[src/rtl/attractor_detector.sv]
// Brent cycle finder over an external 8-bit gene network: steps the network
// one state per clock and classifies the attractor as a fixed point or a cycle.
module attractor_detector (
    input  logic        clk,
    input  logic        rst,
    input  logic        start,
    input  logic [7:0]  init_val,
    input  logic [7:0]  net_next,
    output logic [7:0]  net_state,
    output logic        busy,
    output logic [7:0]  current_val,
    output logic        fixed,
    output logic        cycle,
    output logic [8:0]  cycle_len,
    output logic [10:0] steps
);

    typedef enum logic [1:0] {
        S_IDLE,
        S_LOAD,
        S_RUN,
        S_DONE
    } state_t;

    state_t      r_state;
    logic [7:0]  r_tortoise;
    logic [7:0]  r_hare;
    logic [9:0]  r_power;
    logic [9:0]  r_lam;
    logic        r_busy;
    logic        r_fixed;
    logic        r_cycle;
    logic [7:0]  r_current_val;
    logic [8:0]  r_cycle_len;
    logic [10:0] r_steps;

    always_ff @(posedge clk or posedge rst) begin
        if (rst) begin
            r_state       <= S_IDLE;
            r_tortoise    <= '0;
            r_hare        <= '0;
            r_power       <= '0;
            r_lam         <= '0;
            r_busy        <= 1'b0;
            r_fixed       <= 1'b0;
            r_cycle       <= 1'b0;
            r_current_val <= '0;
            r_cycle_len   <= '0;
            r_steps       <= '0;
        end else begin
            // NOTE: pulses default low every edge so DONE's flag lasts exactly one cycle.
            r_fixed <= 1'b0;
            r_cycle <= 1'b0;
            case (r_state)
                S_IDLE: begin
                    if (start) begin
                        r_tortoise    <= init_val;
                        r_hare        <= init_val;
                        r_current_val <= init_val;
                        r_steps       <= '0;
                        r_cycle_len   <= '0;
                        r_busy        <= 1'b1;
                        r_state       <= S_LOAD;
                    end
                end
                S_LOAD: begin
                    r_hare  <= net_next;
                    r_power <= 10'd1;
                    r_lam   <= 10'd1;
                    r_steps <= 11'd1;
                    r_state <= S_RUN;
                end
                S_RUN: begin
                    if (r_tortoise == r_hare) begin
                        r_cycle_len <= r_lam[8:0];
                        r_fixed     <= (r_lam == 10'd1);
                        r_cycle     <= (r_lam != 10'd1);
                        r_state     <= S_DONE;
                    end else begin
                        // Brent: at each power-of-two boundary the tortoise teleports to the hare.
                        if (r_power == r_lam) begin
                            r_tortoise <= r_hare;
                            r_power    <= r_power << 1;
                            r_lam      <= 10'd1;
                        end else begin
                            r_lam <= r_lam + 10'd1;
                        end
                        r_hare <= net_next;
                        if (r_steps != 11'h7FF) begin
                            r_steps <= r_steps + 11'd1;
                        end
                    end
                end
                S_DONE: begin
                    r_busy  <= 1'b0;
                    r_state <= S_IDLE;
                end
                default: begin
                    r_busy  <= 1'b0;
                    r_state <= S_IDLE;
                end
            endcase
        end
    end

    assign net_state   = r_hare;
    assign busy        = r_busy;
    assign current_val = r_current_val;
    assign fixed       = r_fixed;
    assign cycle       = r_cycle;
    assign cycle_len   = r_cycle_len;
    assign steps       = r_steps;

endmodule

[config.mk]
export PLATFORM = sky130hd
export DESIGN_NAME = attractor_detector
export DESIGN_NICKNAME = d
export VERILOG_FILES = /design/src/rtl/attractor_detector.sv
export SDC_FILE = /design/constraint.sdc
export NUM_CORES = 1
export LEC_CHECK = 0
export CAP_MARGIN = 20
export CORE_MARGIN = 3
export CORE_UTILIZATION = 58
export CTS_CLUSTER_DIAMETER = 200
export DETAILED_ROUTE_END_ITERATION = 10
export PLACE_DENSITY = 0.85
export SLEW_MARGIN = 25
export SYNTH_ARGS = -nofsm -noshare
export SYNTH_HDL_FRONTEND = slang
export SYNTH_SLANG_ARGS = --single-unit
[constraint.sdc]
create_clock -name clk -period 5.2 [get_ports clk]
set_clock_uncertainty 0.1 [all_clocks]
set_input_delay 1.04 -clock clk [delete_from_list [all_inputs] [get_ports clk]]
set_output_delay 1.04 -clock clk [all_outputs]
set_load 0.05 [all_outputs]
; ---- After elaboration in Yosys (flattened, before gate mapping)
; Index checks and enable logic that the tools add are counted.
[classes]
n_addsub = 2
eq_ne = 13
n_mux = 28
n_reduce_logical = 14
[ops]
columns = operator, n
row1 = two-way mux 10 bit, 4
row2 = case mux 10 bit (2 select lines), 2
row3 = two-way mux 11 bit, 3
row4 = case mux 11 bit (3 select lines), 1
row5 = two-way mux 8 bit, 4
row6 = case mux 8 bit (3 select lines), 1
row7 = two-way mux 9 bit, 2
row8 = case mux 9 bit (2 select lines), 1
row9 = case mux 8 bit (2 select lines), 1
row10 = "adder 11 x 1 -> 11 bit, second input constant", 1
row11 = "!= test 11 bit, second input constant", 1
row12 = "adder 10 x 1 -> 10 bit, second input constant", 1
row13 = "== test 10 x 1 -> 1 bit, second input constant", 1
row14 = == test 10 bit, 1
row15 = "!= test 10 x 1 -> 1 bit, second input constant", 1
row16 = "!= test 2 bit, second input constant", 5
row17 = AND reduction 3 bit, 3
row18 = == test 8 bit, 1
row19 = case mux 2 bit (4 select lines), 1
row20 = AND reduction 2 bit, 4
row21 = AND reduction 4 bit, 2
row22 = nonzero test 2 bit, 3
row23 = two-way mux 1 bit, 5
row24 = "== test 2 bit, second input constant", 2
row25 = 5 further kinds, 6
[word_totals]
ff_bits = 69
input_bits = 19
elab_cells = 68

; ---- Longest topological paths before layout
; Gate-level depths: netlist of the first run.
[depth]
depth_word = 4
ltp_mapped = 9
ltp_nobuf = 7

; ---- Worst setup path before layout of the first run
; OpenSTA, ideal clock, no wires.
[synth_timing]
path_type = register -> register
start = reg r_steps[0], in the netlist steps[0]
end = reg r_steps[2], in the netlist steps[2]
t_arrival_ps = 2160
setup_slack_ps = 2807
path_stages_with_launch = 8
period_less_slack_ps = 2393
path_cell_list = dfrtp_1 ha_1 and3_1 nand3_1 o31ai_2 or3_1 clkbuf_1 o21ai_0
[synth_between]
elab_chain_len = 4
word_cells_on_any_way = 7
[synth_lines]
columns = element, line_no
row1 = from (decl), 35  ; logic [10:0] r_steps;
row2 = from (signal assigned), 90  ; r_steps <= r_steps + 11'd1;
row3 = adder 11 x 1 -> 11 bit, 90
row4 = two-way mux 11 bit, 89  ; if (r_steps != 11'h7FF) begin
row5 = two-way mux 11 bit, 74  ; if (r_tortoise == r_hare) begin
row6 = case mux 11 bit (3 select lines), 54  ; case (r_state)
; Parallel ways exist; a longest one is shown, timed or not. The select of a mux whose other input is x is not followed.
; A chain may end at the register's enable or synchronous reset.

; ---- Worst setup path after layout of the first run
[layout_timing]
start = reg r_state[0]
end = reg r_hare[5], in the netlist net_state[5]
[layout_between]
elab_chain_len = 3
word_cells_on_any_way = 8
[layout_lines]
columns = element, line_no
row1 = from (decl), 25  ; state_t r_state;
row2 = from (signal assigned), 39  ; r_state <= S_IDLE;
row3 = from (signal assigned), 63  ; r_state <= S_LOAD;
row4 = from (signal assigned), 71  ; r_state <= S_RUN;
row5 = == test 2 bit (tied with other cells), 54
row6 = != test 2 bit (no source line) or nonzero test 3 bit (tied branches), -
row7 = AND reduction 3 bit (no source line), -
row8 = to (signal assigned), 58  ; r_hare <= init_val;
row9 = to (signal assigned), 67  ; r_hare <= net_next;
row10 = to (signal assigned), 88  ; r_hare <= net_next;
row11 = to (decl), 27  ; logic [7:0] r_hare;
; Parallel ways exist; a longest one is shown, timed or not.

==> metrics.csv, run 1 <==
stage,metric,value,unit
logic_synthesis,synth_edf_count,0,
place,pre_cts_slack,2140,ps
power,p_per_area,610,mW/mm²
clock_tree,cts_buffer_depth,2,
finish,n_fill_cell,447,
logic_synthesis,ys_ff_latch,69,
place,placed_cells,480,
sta,hold-worst-slack,412,ps
finish,stdcell_count,494,
floorplanning,die_w,87.0,µm
clock_tree,htree_num_levels,3,
logic_synthesis,synthArstFlopShare,100,%
critical_path,arrival,3090,ps
place,dp_hpwl,6220,µm
run,cap_violations,0,
grt,grt_max_degree,40,
clock_tree,cts_tree,built,
critical_path,crit_chain,inv_1 -> ha_1 -> clkinv_1 -> nor3_2 -> nor3_2 -> mux2_2,
grt,grt_overflow,0,
floorplanning,ioPinCount,58,
logic_synthesis,avgSynthCellArea,10.3,µm²
sta,tns,0,ps
clock_tree,cts-resized-gates,0,
routing,ant_nets,0,
clock_tree,post_cts_buffers,0,
floorplanning,start_util,62.1,%
logic_synthesis,ys.flop_type,dfrtp_1,
logic_synthesis,syn_nets,394,
routing,wirelength,8960,µm
clock_tree,clk_pin_slew,70,ps
outcome,status,completed,
clock_tree,cts.sinks,69,
sta,max_freq,338,MHz
floorplanning,die-area,0.00758,mm²
sta,rsz0062_at_grt,false,
sta,fin_ws,2240,ps
critical_path,cp_slowest_cell,nor3_2,
sta,worst_pin_slew,1030,ps
finish,syn_to_final_growth,19.2,%
power,vdd_drop_max,0.000448,V
logic_synthesis,synth.distinct_cells,57,
routing,post_drt_wl_per_cell,18.1,µm
critical_path,path_buf_inv,2,
critical_path,cp_slowest_stage_delay,930,ps
routing,routed_via_density,6.31,
sta,min_period,2960,ps
grt,track_usage,25.2,%
logic_synthesis,synth_area,0.00381,mm²
critical_path,cp_common_cell,nor3_2,
place,port_buffers,57,
grt,first_global_vias,3040,
sta,fin_crit_sh,56.9,%
critical_path,critPathTopFamily,simple AND/OR/NAND/NOR gates,
clock_tree,clk_latency,350,ps
hold_path,hp-class,reg -> reg,
clock_tree,cts_buffers,9,
clock_tree,hold_buffers,0,
sta,final_max_slew_viol_count,0,
floorplanning,rows,28,
critical_path,crit_required,5330,ps
routing,drtIter0Drc,285,
sta,hold_violations,0,
grt,antenna_found_initial,0,
routing,dr.pass1.iters,5,
critical_path,critPathMaxFanout,18,
routing,vias,3118,
critical_path,setup.worst_path.end_class,flip-flop,
logic_synthesis,ys_seq_area_share,45.3,%
clock_tree,root_buffer,clkbuf_8,
sta,slew_headroom,31.0,%
finish,nNetsFinal,442,
floorplanning,core_area,0.00613,mm²
logic_synthesis,postSynthCellCount,368,
finish,antenna_cells,0,
place,gp_congestion,0.776,
sta,setup_viol,0,
grt,grt_pass1_wl,14900,µm
floorplanning,die_h,87.0,µm
logic_synthesis,yosys_warnings,0,
routing,drc,0,
finish,drive_gt1_share,16.2,%
power,p_leak,1.94,nW
critical_path,critPathLaunchType,flip-flop,
critical_path,path_class,reg -> reg,
## cell type report
class                   instances  area [µm²]  area share [%]
clock buffers                  12         155            3.42
repair buffers                 60         593            13.1
well taps                      75        93.8            2.07
flip-flops and latches         69        1730            38.0
multi-input cells             256        1880            41.5
inverters                      20        75.1            1.65
clock inverters                 2        10.0           0.221
## through the flow
step | cell area (µm²) | total power (W) | utilization, %
6_report | 4540 | 0.00277 | 74.0
5_1_grt | 4540 | 0.00292 | 74.0
4_1_cts | 4540 | 0.00277 | 74.0
3_5_place_dp | 4370 | 0.00238 | 71.3
3_3_place_gp | 4370 | 0.00232 | 71.3
2_1_floorplan | 3810 | 0.00202 | -
## where the power goes
group / total, W / switching (W) / internal [W]
Clock: 0.000382 / 0.000190 / 0.000192
Combinational: 0.00156 / 0.000964 / 0.000594
Sequential: 0.000828 / 0.000141 / 0.000687
Total: 0.00277 / 0.00130 / 0.00147
## logic make-up after synthesis
kind of cell    after synthesis  share of synthesized area [%]
xor+xnor                     18                           4.14
buf+inv                      43                           5.19
simple gates                118                           17.2
flops                        69                           45.3
fa+ha+maj                     7                           2.30
mux                          34                           9.72
compound gates               79                           16.1
## sequential cells by signal, indices dropped and copies added (netlist names)
signal / flops
steps: 11
r_lam: 10
r_power: 10
cycle_len: 9
current_val: 8
net_state: 8
r_tortoise: 8
r_state: 2
busy: 1
cycle: 1
fixed: 1
## synthesized netlist by cell type (2+ instances only)
| library cell | instances | share of area (%) |
|---|---|---|
| and2_1 | 3 | 0.49 |
| nand3_1 | 10 | 1.3 |
| a22o_1 | 4 | 0.92 |
| buf_6 | 3 | 0.89 |
| or3_1 | 8 | 1.3 |
| or2_2 | 2 | 0.33 |
| nor3_1 | 8 | 1.1 |
| or4_1 | 3 | 0.59 |
| nand4_1 | 3 | 0.49 |
| buf_2 | 8 | 1.1 |
| a21oi_1 | 6 | 0.79 |
| o21ai_1 | 3 | 0.39 |
| xnor2_1 | 8 | 1.8 |
| a31o_2 | 3 | 0.69 |
| o221a_2 | 7 | 2.1 |
| dfrtp_1 | 69 | 45 |
| nand4_2 | 3 | 0.99 |
| clkbuf_1 | 11 | 1.1 |
| nand2b_1 | 2 | 0.33 |
| a31oi_1 | 3 | 0.49 |
| o31ai_2 | 2 | 0.66 |
| inv_1 | 19 | 1.9 |
| ha_1 | 7 | 2.3 |
| a22oi_1 | 9 | 1.8 |
| o21ai_0 | 14 | 1.8 |
| nor2b_1 | 3 | 0.49 |
| nor2_1 | 17 | 1.7 |
| o31ai_1 | 16 | 3.2 |
| nor3_2 | 4 | 1.1 |
| xor2_1 | 10 | 2.3 |
| mux2_2 | 24 | 7.1 |
| and3_1 | 7 | 1.1 |
| nand2_1 | 35 | 3.4 |
| mux2i_1 | 10 | 2.6 |
| a211o_1 | 2 | 0.46 |
## worst paths after layout
check | start | end | slack, ps | cells past startpoint
hold reg to reg | current_val[5] | current_val[5] | 410 | 1
min in group asynchronous | rst | current_val[0] | 1080 | 2
setup reg to reg | r_state[0] | net_state[5] | 2240 | 6
hold / removal | current_val[5] | current_val[5] | 410 | 1
setup / recovery | r_state[0] | net_state[5] | 2240 | 6
max in group asynchronous | rst | r_lam[3] | 3010 | 3
## routing by layer
| layer | vias to the layer above | global-route usage (%) | wire length [µm] |
|---|---|---|---|
| met3 | 18 | 5.77 | 446 |
| met4 | 0 | 8.64 | 131 |
| met5 | - | 0 | 0 |
| li1 | 1437 | - | - |
| met2 | 114 | 41.6 | 4660 |
| met1 | 1549 | 32.6 | 3720 |
## cells in the final DEF (no fill, tap or decap), types with 3 or more instances in the layout
cell / count
a21oi_1: 6
a22o_1: 4
a22oi_1: 9
a31o_2: 3
a31oi_1: 3
and2_1: 3
and3_1: 7
buf_4: 3
clkbuf_8: 11
clkdlybuf4s50_1: 57
dfrtp_1: 69
ha_1: 7
inv_1: 18
mux2_2: 24
mux2i_1: 10
nand2_1: 35
nand3_1: 10
nand4_1: 3
nand4_2: 3
nor2_1: 17
nor2b_1: 3
nor3_1: 8
nor3_2: 4
o21ai_0: 13
o21ai_1: 4
o221a_2: 7
o31ai_1: 16
or3_1: 8
or4_1: 3
xnor2_1: 8
xor2_1: 10
Power figures use the tool's default switching activity.
==> run 2, diff against run 1 <==
--- a/config.mk
+++ b/config.mk
@@ -7,10 +7,10 @@
 export LEC_CHECK = 0
 export CAP_MARGIN = 20
 export CORE_MARGIN = 3
-export CORE_UTILIZATION = 58
+export CORE_UTILIZATION = 54
 export CTS_CLUSTER_DIAMETER = 200
 export DETAILED_ROUTE_END_ITERATION = 10
-export PLACE_DENSITY = 0.85
+export PLACE_DENSITY = 0.8
 export SLEW_MARGIN = 25
 export SYNTH_ARGS = -nofsm -noshare
 export SYNTH_HDL_FRONTEND = slang
==> constraint.sdc (replaced) <==
create_clock -name clk -period 3.04 [get_ports clk]
set_clock_uncertainty 0.1 [all_clocks]
set_input_delay 0.608 -clock clk [delete_from_list [all_inputs] [get_ports clk]]
set_output_delay 0.608 -clock clk [all_outputs]
set_load 0.05 [all_outputs]
==> run 2 against run 1 <==
Net effect:
- clock power increased by 76%
- count of clock-buffer cells in the layout increased by 2
- via count decreased by 2.4%
- cell area increased by 2.1%
- die area increased by 6.9%
- flip-flop and latch count unchanged
- critical path type unchanged
==> metrics.csv, run 2 (synthesized netlist as in run 1, its figures left out) <==
stage,metric,value,unit,change
critical_path,r2r_cells,5,,was 6
routing,drc,0,,unchanged
critical_path,cp_slowest_stage_delay,540,ps,was 930 ps
finish,syn_to_final_growth,21.6,%,was 19.2%
finish,antenna_cells,0,,unchanged
power,vdd_drop_max,0.000521,V,was 0.000448 V
routing,routed_via_density,5.87,,was 6.31
finish,ff_latch_area,0.00173,mm²,unchanged
grt,first_global_vias,3022,,"was 3,040"
sta,hold_violations,0,,unchanged
finish,utilization,70.1,%,was 74.0%
floorplanning,ioPinCount,58,,unchanged
floorplanning,die-area,0.00810,mm²,was 0.00758 mm²
outcome,status,completed,,unchanged
hold_path,hold_depth,1,,unchanged
critical_path,arrival,2630,ps,was 3090 ps
critical_path,critPathTopFamily,compound AO/OA/AOI/OAI gates,,was simple AND/OR/NAND/NOR gates
routing,wirelength,8500,µm,was 8960 µm
critical_path,path_class,reg -> reg,,unchanged
finish,final_cell_mix,"69 x dfrtp_1, 57 x clkdlybuf4s50_1, 35 x nand2_1, 24 x mux2_2, 18 x inv_1",,unchanged
finish,nNetsFinal,447,,was 442
clock_tree,cts-resized-gates,0,,unchanged
place,gp_congestion,0.870,,was 0.776
finish,final_common_cell,dfrtp_1,,unchanged
routing,drtIter0Drc,187,,was 285
grt,antenna_found_initial,0,,unchanged
routing,dr.pass1.iters,4,,was 5
floorplanning,die_w,90.0,µm,was 87.0 µm
clock_tree,clk_pin_slew,70,ps,about the same
finish,drive_gt1_share,17.2,%,was 16.2%
sta,fin_crit_sh,80.7,%,was 56.9%
sta,setup_viol,0,,unchanged
grt,grt_overflow,0,,unchanged
finish,final_cell_area,0.00463,mm²,was 0.00454 mm²
floorplanning,die_h,90.0,µm,was 87.0 µm
grt,grt_pass1_wl,14700,µm,"was 14,900 µm"
power,p_total,0.00477,W,was 0.00277 W
critical_path,reg2reg_to,r_tortoise[3],,was net_state[5]
routing,vias,3042,,"was 3,118"
grt,grt_max_degree,44,,was 40
critical_path,critPathLaunchType,flip-flop,,unchanged
sta,slew_headroom,55.4,%,was 31.0%
sta,worst_pin_slew,667,ps,was 1030 ps
run,cap_violations,0,,unchanged
place,dp_hpwl,6080,µm,was 6220 µm
place,placed_cells,503,,was 480
critical_path,crit_chain,xor2_1 -> nor4_2 -> nand4_2 -> o32ai_4 -> o221a_2,,was inv_1 -> ha_1 -> clkinv_1 -> nor3_2 -> nor3_2 -> mux2_2
critical_path,r2r-start,r_lam[7],,was r_state[0]
clock_tree,cts.sinks,69,,unchanged
finish,stdcell_count,518,,was 494
clock_tree,root_buffer,clkbuf_8,,unchanged
hold_path,hp-class,reg -> reg,,unchanged
hold_path,worstHoldStart,current_val[1],,was current_val[5]
critical_path,setup.worst_path.end_class,flip-flop,,unchanged
clock_tree,clk_latency,340,ps,was 350 ps
hold_path,min_to,current_val[1],,was current_val[5]
sta,max_freq,408,MHz,was 338 MHz
critical_path,reg2reg_setup_slack,590,ps,was 2240 ps
finish,n_fill_cell,510,,was 447
routing,post_drt_wl_per_cell,16.4,µm,was 18.1 µm
finish,multi_input_area,0.00189,mm²,was 0.00188 mm²
place,place_area,0.00445,mm²,was 0.00437 mm²
sta,tns,0,ps,unchanged
floorplanning,start_util,57.7,%,was 62.1%
floorplanning,core_area,0.00660,mm²,was 0.00613 mm²
critical_path,critPathMaxFanout,13,,was 18
sta,final_max_slew_viol_count,0,,unchanged
clock_tree,cts_buffer_depth,2,,unchanged
critical_path,cp_slowest_cell,o32ai_4,,was nor3_2
finish,largest_reg_flops,11,,unchanged
place,port_buffers,57,,unchanged
critical_path,path_buf_inv,0,,was 2
sta,rsz0062_at_grt,false,,unchanged
power,p_per_area,1030,mW/mm²,was 610 mW/mm²
clock_tree,cts_tree,built,,unchanged
clock_tree,htree_num_levels,3,,unchanged
clock_tree,cts_buffers,9,,unchanged
floorplanning,rows,29,,was 28
clock_tree,post_cts_buffers,0,,unchanged
grt,track_usage,21.9,%,was 25.2%
critical_path,crit_required,3220,ps,was 5330 ps
power,p_leak,1.97,nW,was 1.94 nW
sta,min_period,2450,ps,was 2960 ps
clock_tree,hold_buffers,0,,unchanged
critical_path,worst-path-stages,5,,was 6
routing,ant_nets,0,,unchanged
[run 2: changes by cell type in the layout (fill, tap and decap cells not counted), sizes merged]
cell | previous run | this run
clkinv | 3 | 2
buf | 3 | 8
clkbuf | 12 | 14
[run 2: cell type report]
cell class | count | area share, %
clock buffers | 14 | 3.73
repair buffers | 65 | 13.9
well taps | 93 | 2.51
inverters | 20 | 1.62
multi-input cells | 256 | 40.9
flip-flops and latches | 69 | 37.3
clock inverters | 1 | 0.108
[run 2: worst max-delay path by stage]
| stage | start | end | slack (ps) |
|---|---|---|---|
| finish | r_lam[7] | r_tortoise[3] | 590 |
| global route | r_lam[7] | r_tortoise[6] | 450 |
| CTS | steps[0] | steps[2] | 380 |
| detailed placement | steps[0] | steps[2] | 370 |
| global placement | start | steps[2] | 500 |
| floorplan | rst | busy | 590 |
[run 2: metrics by stage]
stage                     setup slack [ps]  hold WS (ps)
after floorplan                        592           402
after global placement                 504           387
after detailed placement               372           394
after CTS                              383           410
after global routing                   447           435
final                                  587           405
[run 2: power by group]
| group | internal (W) | switching (W) |
|---|---|---|
| combinational | 0.00107 | 0.00161 |
| sequential | 0.00118 | 0.000238 |
| clock | 0.000358 | 0.000315 |
| total | 0.00261 | 0.00216 |
[run 2: routing by layer]
metal,part of all wire (%),track usage (%),wire length [µm],vias up
li1,-,-,-,1455
met1,43,28.0,3630,1504
met2,52,37.5,4410,71
met3,4.3,5.01,364,12
met4,1.2,5.99,98,0
met5,0,0,0,-
==> run 3, diff against run 2 <==
==> constraint.sdc (replaced) <==
create_clock -name clk -period 2.4 [get_ports clk]
set_clock_uncertainty 0.1 [all_clocks]
set_input_delay 0.48 -clock clk [delete_from_list [all_inputs] [get_ports clk]]
set_output_delay 0.48 -clock clk [all_outputs]
set_load 0.05 [all_outputs]
==> run 3 against run 2 <==
Net effect:
- power up 38%
- critical path depth is 4 lower
- wire length rose by 9.7%
- die area stayed put
- register-to-register slack lost 400 ps
- hold slack gained 2.1 ps
- sequential share of layout area shrank 1.2 points
==> metrics.csv, run 3 (synthesized netlist as in run 1, its figures left out) <==
stage,metric,value,unit,change
outcome,status,completed,,unchanged
critical_path,critPathMaxFanout,9,,was 13
power,p_switching,0.00291,W,was 0.00216 W
grt,first_global_vias,3083,,"was 3,022"
routing,dr.pass1.iters,5,,was 4
clock_tree,cts.sinks,69,,unchanged
sta,max_freq,438,MHz,
floorplanning,start_util,57.7,%,unchanged
finish,syn_to_final_growth,25.8,%,was 21.6%
routing,highest_layer,met4,,unchanged
place,gp_congestion,0.856,,was 0.870
sta,final_max_slew_viol_count,0,,unchanged
routing,vias,3197,,"was 3,042"
finish,largest_reg_flops,11,,unchanged
sta,min_period,2280,ps,
critical_path,critPathLaunchType,flip-flop,,unchanged
power,swShare,44.2,%,was 45.4%
routing,wl_met1,3940,µm,was 3630 µm
sta,hold_violations,0,,unchanged
routing,ant_nets,0,,unchanged
finish,n_fill_cell,515,,was 510
finish,final_cell_mix,"69 x dfrtp_1, 57 x clkdlybuf4s50_1, 35 x nand2_1, 24 x mux2_2, 21 x buf_4",,"was 69 x dfrtp_1, 57 x clkdlybuf4s50_1, 35 x nand2_1, 24 x mux2_2, 18 x inv_1"
routing,post_drt_wl_per_cell,17.5,µm,was 16.4 µm
critical_path,crit_chain,clkdlybuf4s50_1,,was xor2_1 -> nor4_2 -> nand4_2 -> o32ai_4 -> o221a_2
power,p_leak,2.07,nW,was 1.97 nW
clock_tree,cts-resized-gates,0,,unchanged
critical_path,arrival,1700,ps,was 2630 ps
routing,drc,0,,unchanged
finish,final_cell_area,0.00479,mm²,was 0.00463 mm²
routing,routed_via_density,6.00,,was 5.87
floorplanning,core_area,0.00660,mm²,unchanged
critical_path,cp_slowest_stage_delay,860,ps,was 540 ps
sta,worst_pin_slew,743,ps,was 667 ps
clock_tree,cts_buffer_depth,2,,unchanged
floorplanning,die_w,90.0,µm,unchanged
clock_tree,cts_tree,built,,unchanged
clock_tree,clk_pin_slew,70,ps,about the same
finish,drive_gt1_share,20.0,%,was 17.2%
floorplanning,die-area,0.00810,mm²,unchanged
clock_tree,clk_latency,350,ps,was 340 ps
floorplanning,rows,29,,unchanged
sta,rsz0062_at_grt,false,,unchanged
grt,grt_overflow,0,,unchanged
clock_tree,hold_buffers,0,,unchanged
floorplanning,ioPinCount,58,,unchanged
place,dp_hpwl,6450,µm,was 6080 µm
hold_path,hp-class,reg -> reg,,unchanged
sta,setup_viol,0,,unchanged
finish,final_common_cell,dfrtp_1,,unchanged
clock_tree,htree_num_levels,3,,unchanged
sta,slew_headroom,50.2,%,was 55.4%
grt,antenna_found_initial,0,,unchanged
grt,grt_pass1_wl,15300,µm,"was 14,700 µm"
grt,grt_max_degree,70,,was 44
power,vdd_drop_max,0.000982,V,was 0.000521 V
power,p_total,0.00657,W,was 0.00477 W
place,place_area,0.00455,mm²,was 0.00445 mm²
routing,wl_met2,4730,µm,was 4410 µm
power,power_frac_comb,55.3,%,was 56.2%
critical_path,crit_required,1820,ps,was 3220 ps
finish,antenna_cells,0,,unchanged
power,seq_power_share,27.0,%,was 29.6%
run,cap_violations,0,,unchanged
clock_tree,post_cts_buffers,0,,unchanged
clock_tree,cts_buffers,9,,unchanged
place,port_buffers,57,,unchanged
floorplanning,die_h,90.0,µm,unchanged
critical_path,path_buf_inv,1,,was 0
power,p_clk_share,17.7,%,was 14.1%
critical_path,setup.worst_path.end_class,output pin,,was flip-flop
power,p_int,0.00367,W,was 0.00261 W
routing,wl_met3,442,µm,was 364 µm
sta,fin_crit_sh,95.1,%,
critical_path,cp_slowest_cell,clkdlybuf4s50_1,,was o32ai_4
clock_tree,root_buffer,clkbuf_8,,unchanged
grt,track_usage,23.5,%,was 21.9%
routing,wirelength,9320,µm,was 8500 µm
critical_path,path_class,reg -> out,,was reg -> reg
critical_path,critPathTopFamily,buffers and inverters,,was compound AO/OA/AOI/OAI gates
sta,tns,0,ps,unchanged
power,p_per_area,1370,mW/mm²,was 1030 mW/mm²
finish,nNetsFinal,461,,was 447
routing,drtIter0Drc,219,,was 187
## run 3: changes by cell type in the layout (fill, tap and decap cells not counted), sizes merged
| cell | before | now |
|---|---|---|
| buf | 8 | 22 |
| bufinv | 0 | 3 |
| clkbuf | 14 | 12 |
## run 3: power groups by stage
| stage | clock network (W) | registers, W | logic, W |
|---|---|---|---|
| final | 0.00116 | 0.00178 | 0.00363 |
| after global routing | 0.00121 | 0.00181 | 0.00390 |
| after CTS | 0.00117 | 0.00178 | 0.00363 |
| after detailed placement | 0 | 0.00180 | 0.00359 |
| after global placement | 0 | 0.00177 | 0.00347 |
| after floorplan | 0 | 0.00230 | 0.00208 |
## run 3: layout make-up
| cell class | count | area, µm² | area share [%] |
|---|---|---|---|
| flip-flops and latches | 69 | 1730 | 36.0 |
| well taps | 93 | 116 | 2.43 |
| repair buffers | 79 | 748 | 15.6 |
| clock buffers | 12 | 145 | 3.03 |
| clock inverters | 4 | 95.1 | 1.98 |
| multi-input cells | 256 | 1880 | 39.3 |
| inverters | 20 | 75.1 | 1.57 |
## run 3: final timing paths
path / endpoint / cells past startpoint / start / slack [ps]
worst min-delay path: current_val[3] / 1 / current_val[3] / 410
worst max-delay path: steps[5] / 1 / steps[5] / 120
max in group asynchronous: r_power[9] / 3 / rst / 1490
min in group asynchronous: current_val[0] / 3 / rst / 430
worst min register to register: current_val[3] / 1 / current_val[3] / 410
worst max register to register: r_lam[5] / 6 / r_power[7] / 190
## run 3: per-stage QoR
stage / setup WS, ps / cells / hold slack, ps / util [%]
final: 118 / 533 / 407 / 72.5
after CTS: 119 / 533 / 409 / 72.5
after detailed placement: 154 / 517 / 393 / 68.9
after floorplan: 7.13 / 368 / 402 / -
after global routing: 64.6 / 533 / 435 / 72.5
after global placement: 169 / 517 / 388 / 68.9
## run 3: per-layer routing
metal,global-route usage (%),vias up
met5,0,-
met4,10.2,0
met3,3.67,22
met2,39.4,105
met1,30.3,1596
li1,-,1474
